<file path="src/rtl/fp_normalize_if.sv">
// Handshake bundle between the linear-sample source, the normalizer and the round stage.
// The slave view belongs to fp_normalize; the master view drives it.
interface fp_normalize_if #(
  parameter int DATA_W = 12,
  parameter int EXP_W  = 3,
  parameter int SIG_W  = 4
);
  logic              in_valid;
  logic              in_ready;
  logic [DATA_W-1:0] din;
  logic              out_valid;
  logic              out_ready;
  logic              sign;
  logic [EXP_W-1:0]  exponent;
  logic [SIG_W-1:0]  significand;
  logic              fifthBit;

  modport slave (
    input  in_valid, din, out_ready,
    output in_ready, out_valid, sign, exponent, significand, fifthBit
  );

  modport master (
    output in_valid, din, out_ready,
    input  in_ready, out_valid, sign, exponent, significand, fifthBit
  );
endinterface

</file>
<file path="src/rtl/fp_normalize.sv">
// Sequential normalizer: sign-magnitude of a two's-complement sample, then a
// one-bit-per-clock leading-one search producing exponent, significand and guard bit.
module fp_normalize #(
  parameter int DATA_W = 12,
  parameter int EXP_W  = 3,
  parameter int SIG_W  = 4
) (
  input logic         clk,
  input logic         rst,
  fp_normalize_if.slave bus
);

  typedef enum logic [1:0] {
    IDLE  = 2'd0,
    SHIFT = 2'd1,
    DONE  = 2'd2
  } state_t;

  localparam int TOP_B = DATA_W - 2;

  state_t            state_r;
  state_t            state_nxt_s;
  logic [DATA_W-1:0] mag_r;
  logic [EXP_W-1:0]  e_r;
  logic              sign_pend_r;
  logic              accept_s;
  logic              finish_s;
  logic              release_s;
  logic              in_ready_r;
  logic              out_valid_r;
  logic              sign_r;
  logic [EXP_W-1:0]  exponent_r;
  logic [SIG_W-1:0]  significand_r;
  logic              fifth_r;

  // The most negative code has no positive twin, so it clamps to the largest magnitude.
  function automatic logic [DATA_W-1:0] sat_abs(input logic [DATA_W-1:0] x);
    logic [DATA_W-1:0] r;
    if (!x[DATA_W-1]) begin
      r = x;
    end else if (x[DATA_W-2:0] == {(DATA_W-1){1'b0}}) begin
      r = {1'b0, {(DATA_W-1){1'b1}}};
    end else begin
      r = -x;
    end
    return r;
  endfunction

  // Next-state and transfer strobes.
  always_comb begin
    state_nxt_s = state_r;
    accept_s    = 1'b0;
    finish_s    = 1'b0;
    release_s   = 1'b0;
    case (state_r)
      IDLE: begin
        if (bus.in_valid) begin
          accept_s    = 1'b1;
          state_nxt_s = SHIFT;
        end else begin
          state_nxt_s = IDLE;
        end
      end
      SHIFT: begin
        if (mag_r[TOP_B] || (e_r == {EXP_W{1'b0}})) begin
          finish_s    = 1'b1;
          state_nxt_s = DONE;
        end else begin
          state_nxt_s = SHIFT;
        end
      end
      DONE: begin
        if (bus.out_ready) begin
          release_s   = 1'b1;
          state_nxt_s = IDLE;
        end else begin
          state_nxt_s = DONE;
        end
      end
      default: begin
        state_nxt_s = IDLE;
      end
    endcase
  end

  // State register.
  always_ff @(posedge clk or posedge rst) begin
    if (rst) begin
      state_r <= IDLE;
    end else begin
      state_r <= state_nxt_s;
    end
  end

  // Magnitude/exponent working registers; e_r counts down as mag_r shifts up.
  always_ff @(posedge clk or posedge rst) begin
    if (rst) begin
      mag_r       <= {DATA_W{1'b0}};
      e_r         <= {EXP_W{1'b0}};
      sign_pend_r <= 1'b0;
    end else if (accept_s) begin
      mag_r       <= sat_abs(bus.din);
      e_r         <= {EXP_W{1'b1}};
      sign_pend_r <= bus.din[DATA_W-1];
    end else if ((state_r == SHIFT) && !finish_s) begin
      mag_r       <= {mag_r[DATA_W-2:0], 1'b0};
      e_r         <= e_r - {{(EXP_W-1){1'b0}}, 1'b1};
    end
  end

  // Registered handshake flags and result fields, held until the round stage takes them.
  always_ff @(posedge clk or posedge rst) begin
    if (rst) begin
      in_ready_r    <= 1'b1;
      out_valid_r   <= 1'b0;
      sign_r        <= 1'b0;
      exponent_r    <= {EXP_W{1'b0}};
      significand_r <= {SIG_W{1'b0}};
      fifth_r       <= 1'b0;
    end else begin
      if (accept_s) begin
        in_ready_r <= 1'b0;
      end else if (release_s) begin
        in_ready_r <= 1'b1;
      end
      if (finish_s) begin
        out_valid_r   <= 1'b1;
        sign_r        <= sign_pend_r;
        exponent_r    <= e_r;
        significand_r <= mag_r[TOP_B -: SIG_W];
        fifth_r       <= mag_r[TOP_B-SIG_W];
      end else if (release_s) begin
        out_valid_r   <= 1'b0;
      end
    end
  end

  assign bus.in_ready    = in_ready_r;
  assign bus.out_valid   = out_valid_r;
  assign bus.sign        = sign_r;
  assign bus.exponent    = exponent_r;
  assign bus.significand = significand_r;
  assign bus.fifthBit    = fifth_r;

endmodule

</file>
<file path="src/flat_wrapper.sv">
// flat-port wrapper written by rule: the top's interface ports become plain ports
module fp_normalize_flat 
#(
  parameter int DATA_W = 12,
  parameter int EXP_W  = 3,
  parameter int SIG_W  = 4
)
  (clk, rst, bus_in_valid, bus_din, bus_out_ready, bus_in_ready, bus_out_valid, bus_sign, bus_exponent, bus_significand, bus_fifthBit);
  fp_normalize_if #(.DATA_W(DATA_W), .EXP_W(EXP_W), .SIG_W(SIG_W)) bus_i ();
  input logic clk;
  input logic rst;
  input wire logic [$bits(bus_i.in_valid)-1:0] bus_in_valid;
  input wire logic [$bits(bus_i.din)-1:0] bus_din;
  input wire logic [$bits(bus_i.out_ready)-1:0] bus_out_ready;
  output wire logic [$bits(bus_i.in_ready)-1:0] bus_in_ready;
  output wire logic [$bits(bus_i.out_valid)-1:0] bus_out_valid;
  output wire logic [$bits(bus_i.sign)-1:0] bus_sign;
  output wire logic [$bits(bus_i.exponent)-1:0] bus_exponent;
  output wire logic [$bits(bus_i.significand)-1:0] bus_significand;
  output wire logic [$bits(bus_i.fifthBit)-1:0] bus_fifthBit;
  assign bus_i.in_valid = bus_in_valid;
  assign bus_i.din = bus_din;
  assign bus_i.out_ready = bus_out_ready;
  assign bus_in_ready = bus_i.in_ready;
  assign bus_out_valid = bus_i.out_valid;
  assign bus_sign = bus_i.sign;
  assign bus_exponent = bus_i.exponent;
  assign bus_significand = bus_i.significand;
  assign bus_fifthBit = bus_i.fifthBit;
  fp_normalize #(.DATA_W(DATA_W), .EXP_W(EXP_W), .SIG_W(SIG_W)) u_core (.clk(clk), .rst(rst), .bus(bus_i));
endmodule
</file>
<file path="config.mk">
export PLATFORM = sky130hd
export DESIGN_NAME = fp_normalize_flat
export DESIGN_NICKNAME = d
export VERILOG_FILES = /design/src/rtl/fp_normalize_if.sv /design/src/rtl/fp_normalize.sv /design/src/flat_wrapper.sv
export SDC_FILE = /design/constraint.sdc
export NUM_CORES = 1
export LEC_CHECK = 0
export ABC_AREA = 1
export CAP_MARGIN = 20
export CORE_MARGIN = 2
export CORE_UTILIZATION = 30
export CTS_CLUSTER_SIZE = 40
export DETAILED_ROUTE_END_ITERATION = 7
export PLACE_DENSITY = 0.59
export SLEW_MARGIN = 20
export SYNTH_ARGS = -nofsm -noshare
export SYNTH_HDL_FRONTEND = slang
export SYNTH_SLANG_ARGS = --single-unit
</file>
<file path="constraint.sdc">
create_clock -name clk -period 3.8 [get_ports clk]
set_input_delay 0.76 -clock clk [delete_from_list [all_inputs] [get_ports clk]]
set_output_delay 0.76 -clock clk [all_outputs]
set_load 0.02 [all_outputs]
</file>
==> results_dict.tcl <==
set metrics [dict create \
    clk_latency_ns 0.27 \
    sequentialPowerShare_pct 38.2 \
    rsz0062_at_grt "false" \
    drive_above_1_share_pct 11.3 \
    worstSetupPathType "flop to output pin" \
    clk_pin_slew_ns 0.10 \
    path_cells "clkdlybuf4s50_1" \
    h-tree-depth 1 \
    wirelength_mm 3.16 \
    drt_iter0_markers 80 \
    wl_per_cell_um 10.2 \
    fin_setup_tns_ns 0 \
    timing.critical_path.from "u_core.bus.in_ready" \
    slew_viol_final 0 \
    layout_setup_ws_ns 1.63 \
    peakVddDrop_uv 204 \
    ant_nets 0 \
    relSlewSlack_pct 60.6 \
    finalSetupViolations 0 \
    diodes 0 \
    ioPinCount 27 \
    placementRows 26 \
    clock-sinks 28 \
    critPathTopFamily "buffers and inverters" \
    pre_cts_slack_ns 1.38 \
    fin_hold_ws_ns 0.473 \
    netlist_top_cells_area "dfrtp_1 (42%), nand2_1 (17%), inv_1 (6.0%), o21ai_0 (5.3%), nand3_1 (5.0%)" \
    cts-buffers-inserted 3 \
    ys_seq_elements 28 \
    path_depth 1 \
    cp-end-kind "output pin" \
    clkPwrFrac_pct 14.1 \
    grt_overflow 0 \
    cts_setup_buffers 0 \
    crit_slowest_cell "clkdlybuf4s50_1" \
    synth.top_cell.area_share_pct 41.8 \
    crit_fanout 2 \
    clock.fmax_mhz 461 \
    crit_end "bus_in_ready" \
    initial_utilization_pct 31.4 \
    drc 0 \
    r2r_setup_slack_ns 2.26 \
    cts_resized 0 \
    r2r.worst_path.cells 6 \
    synth_cell_type_count 32 \
    p_sw_mw 0.542 \
    grt_pass1_wl_mm 5.72 \
    status "complete, no violations" \
    pwr_density_cell_nw_per_um2 670 \
    fin_crit_ns 2.17 \
    r2r-start "u_core.e_r[0]" \
    cp.required_ns 3.04 \
    firstDrtPassIters 4 \
    num_vias 1358 \
    clock_skew_ns 0.00245 \
    dp_hpwl_mm 2.37 \
    min_period_over_period_pct 57.1 \
    worstMarginPinSlew_ns 0.590 \
    via_per_inst 4.39 \
    die_w_um 77.4 \
    cp.arrival_ns 1.41 \
    postSynthAreaPerCell_um2 7.58 \
    cp.buffers_inverters 1 \
    synth_top_cell_by_area "dfrtp_1" \
    root_buffer "clkbuf_8" \
    ctsHoldBuffers 0 \
    r2r-end "u_core.bus.sign" \
    ys_seq_area_share_pct 43.5 \
    critical_path.startpoint_type "flop" \
    critPathMaxStageDelay_ns 0.59 \
    antenna_found_initial 0 \
    p_comb_share_pct 47.8 \
    portBuffers 26 \
    p_leak_nw 1.00 \
    die-area_um2 5990 \
    hold_viol 0 \
    syn_nets 232 \
    cts_tree "built" \
    synth_warnings 0 \
    grtUsageTotal_pct 11.7 \
    min_path_type "flop to flop" \
    grt_max_degree 29 \
    grt_pass1_vias 1262 \
    clock_path_buffers 2 \
    layout.nets 259 \
    syn_inst 213 \
    p_sw_share_pct 40.6 \
    p_int_mw 0.791 \
    netlist_area_um2 1620 \
    dieHeight_um 77.4 \
    place_congestion 0.821 \
    coreArea_um2 5140 \
    area_growth_pct 23.2 \
    maxCapViolCount 0 \
]
stage by stage:
stage	util, %	cell area (µm²)	instances	power (mW)
2_1_floorplan	-	1620	213	0.963
3_3_place_gp	37.6	1930	305	1.15
3_5_place_dp	37.6	1930	305	1.16
4_1_cts	38.7	1990	309	1.35
5_1_grt	38.7	1990	309	1.47
6_report	38.7	1990	309	1.33
flip-flops by register name, indices dropped and copies added, names as in the netlist:
| name | count |
|---|---|
| u_core.bus.sign | 1 |
| u_core.e_r | 3 |
| u_core.bus.in_ready | 1 |
| u_core.bus.out_valid | 1 |
| u_core.sign_pend_r | 1 |
| u_core.mag_r | 11 |
| u_core.bus.significand | 4 |
| u_core.bus.fifthBit | 1 |
| u_core.state_r | 2 |
| u_core.bus.exponent | 3 |
metal layers:
metal  vias up  routed length [µm]  part of all wire, %  GRT usage [%]
met5         -                   0                    0              0
met4         0                  23                 0.73           4.29
met3         2                 128                  4.1           1.51
met2        33                1470                   47           18.3
met1       609                1530                   49           16.4
li1        714                   -                    -              -
cell usage after synthesis:
master and number:
clkbuf_2 1, nand2_1 72, o21ai_1 2, nor2_4 1, nand2_4 1, dfstp_2 1
nor2_2 4, inv_6 1, a21oi_2 1, a21oi_1 4, ha_1 3, nand3_4 2
nor3_1 2, xor2_1 1, buf_6 1, buf_4 1, nand3_2 2, inv_4 1
buf_2 1, nor2_1 16, mux2_2 1, nand2_2 1, nand2_8 1, inv_1 26
o21ai_2 1, inv_2 2, dfrtp_1 27, nand3_1 16, clkinv_2 1, a22oi_2 1
a22oi_1 1, o21ai_0 17
final cells by class:
class / count / area [µm²]
inverter: 31 / 125
multi-input combinational: 150 / 759
timing repair buffer: 26 / 260
sequential: 28 / 702
clock buffer: 4 / 55.1
tap: 70 / 87.6
fill: 581 / 3150
cells in the final DEF, fill, tap and decap left out, types with 2 or more instances in the layout:
| master | synthesis | layout |
|---|---|---|
| clkdlybuf4s50_1 | 0 | 26 |
| o21ai_0 | 17 | 17 |
| nor2_2 | 4 | 4 |
| o21ai_1 | 2 | 2 |
| nor2_1 | 16 | 16 |
| nand3_2 | 2 | 2 |
| inv_1 | 26 | 25 |
| nand3_4 | 2 | 2 |
| nand2_1 | 72 | 72 |
| a21oi_1 | 4 | 4 |
| inv_2 | 2 | 3 |
| ha_1 | 3 | 3 |
| nand3_1 | 16 | 16 |
| clkbuf_8 | 0 | 4 |
| dfrtp_1 | 27 | 27 |
| nor3_1 | 2 | 2 |
power groups by stage:
stage	registers, mW	clock network [mW]	logic [mW]
2_1_floorplan	0.572	0	0.392
3_3_place_gp	0.511	0	0.641
3_5_place_dp	0.517	0	0.647
4_1_cts	0.512	0.193	0.649
5_1_grt	0.528	0.204	0.733
6_report	0.509	0.187	0.637
cells by family (layout without fill, tap and decap cells):
kind of cell             after synthesis  after routing  synth area share, %
AO/OA/AOI/OAI                         27             27                 9.45
XOR/XNOR                               1              1                0.542
adder cells (fa/ha/maj)                3              3                 2.32
buffers and inverters                 35             61                 9.53
flip-flops                            28             28                 43.5
multiplexers                           1              1                0.697
AND/OR/NAND/NOR                      118            118                 34.0
worst min-delay path by stage:
stage	from	to	cells past startpoint
global route	u_core.e_r[2]	u_core.e_r[2]	1
floorplan	u_core.e_r[2]	u_core.e_r[2]	1
global placement	u_core.bus.in_ready	u_core.bus.in_ready	2
detailed placement	u_core.bus.in_ready	u_core.bus.in_ready	2
CTS	u_core.bus.in_ready	u_core.bus.in_ready	2
finish	u_core.bus.in_ready	u_core.bus.in_ready	2
Note: power is estimated with default switching activity, not from simulation.
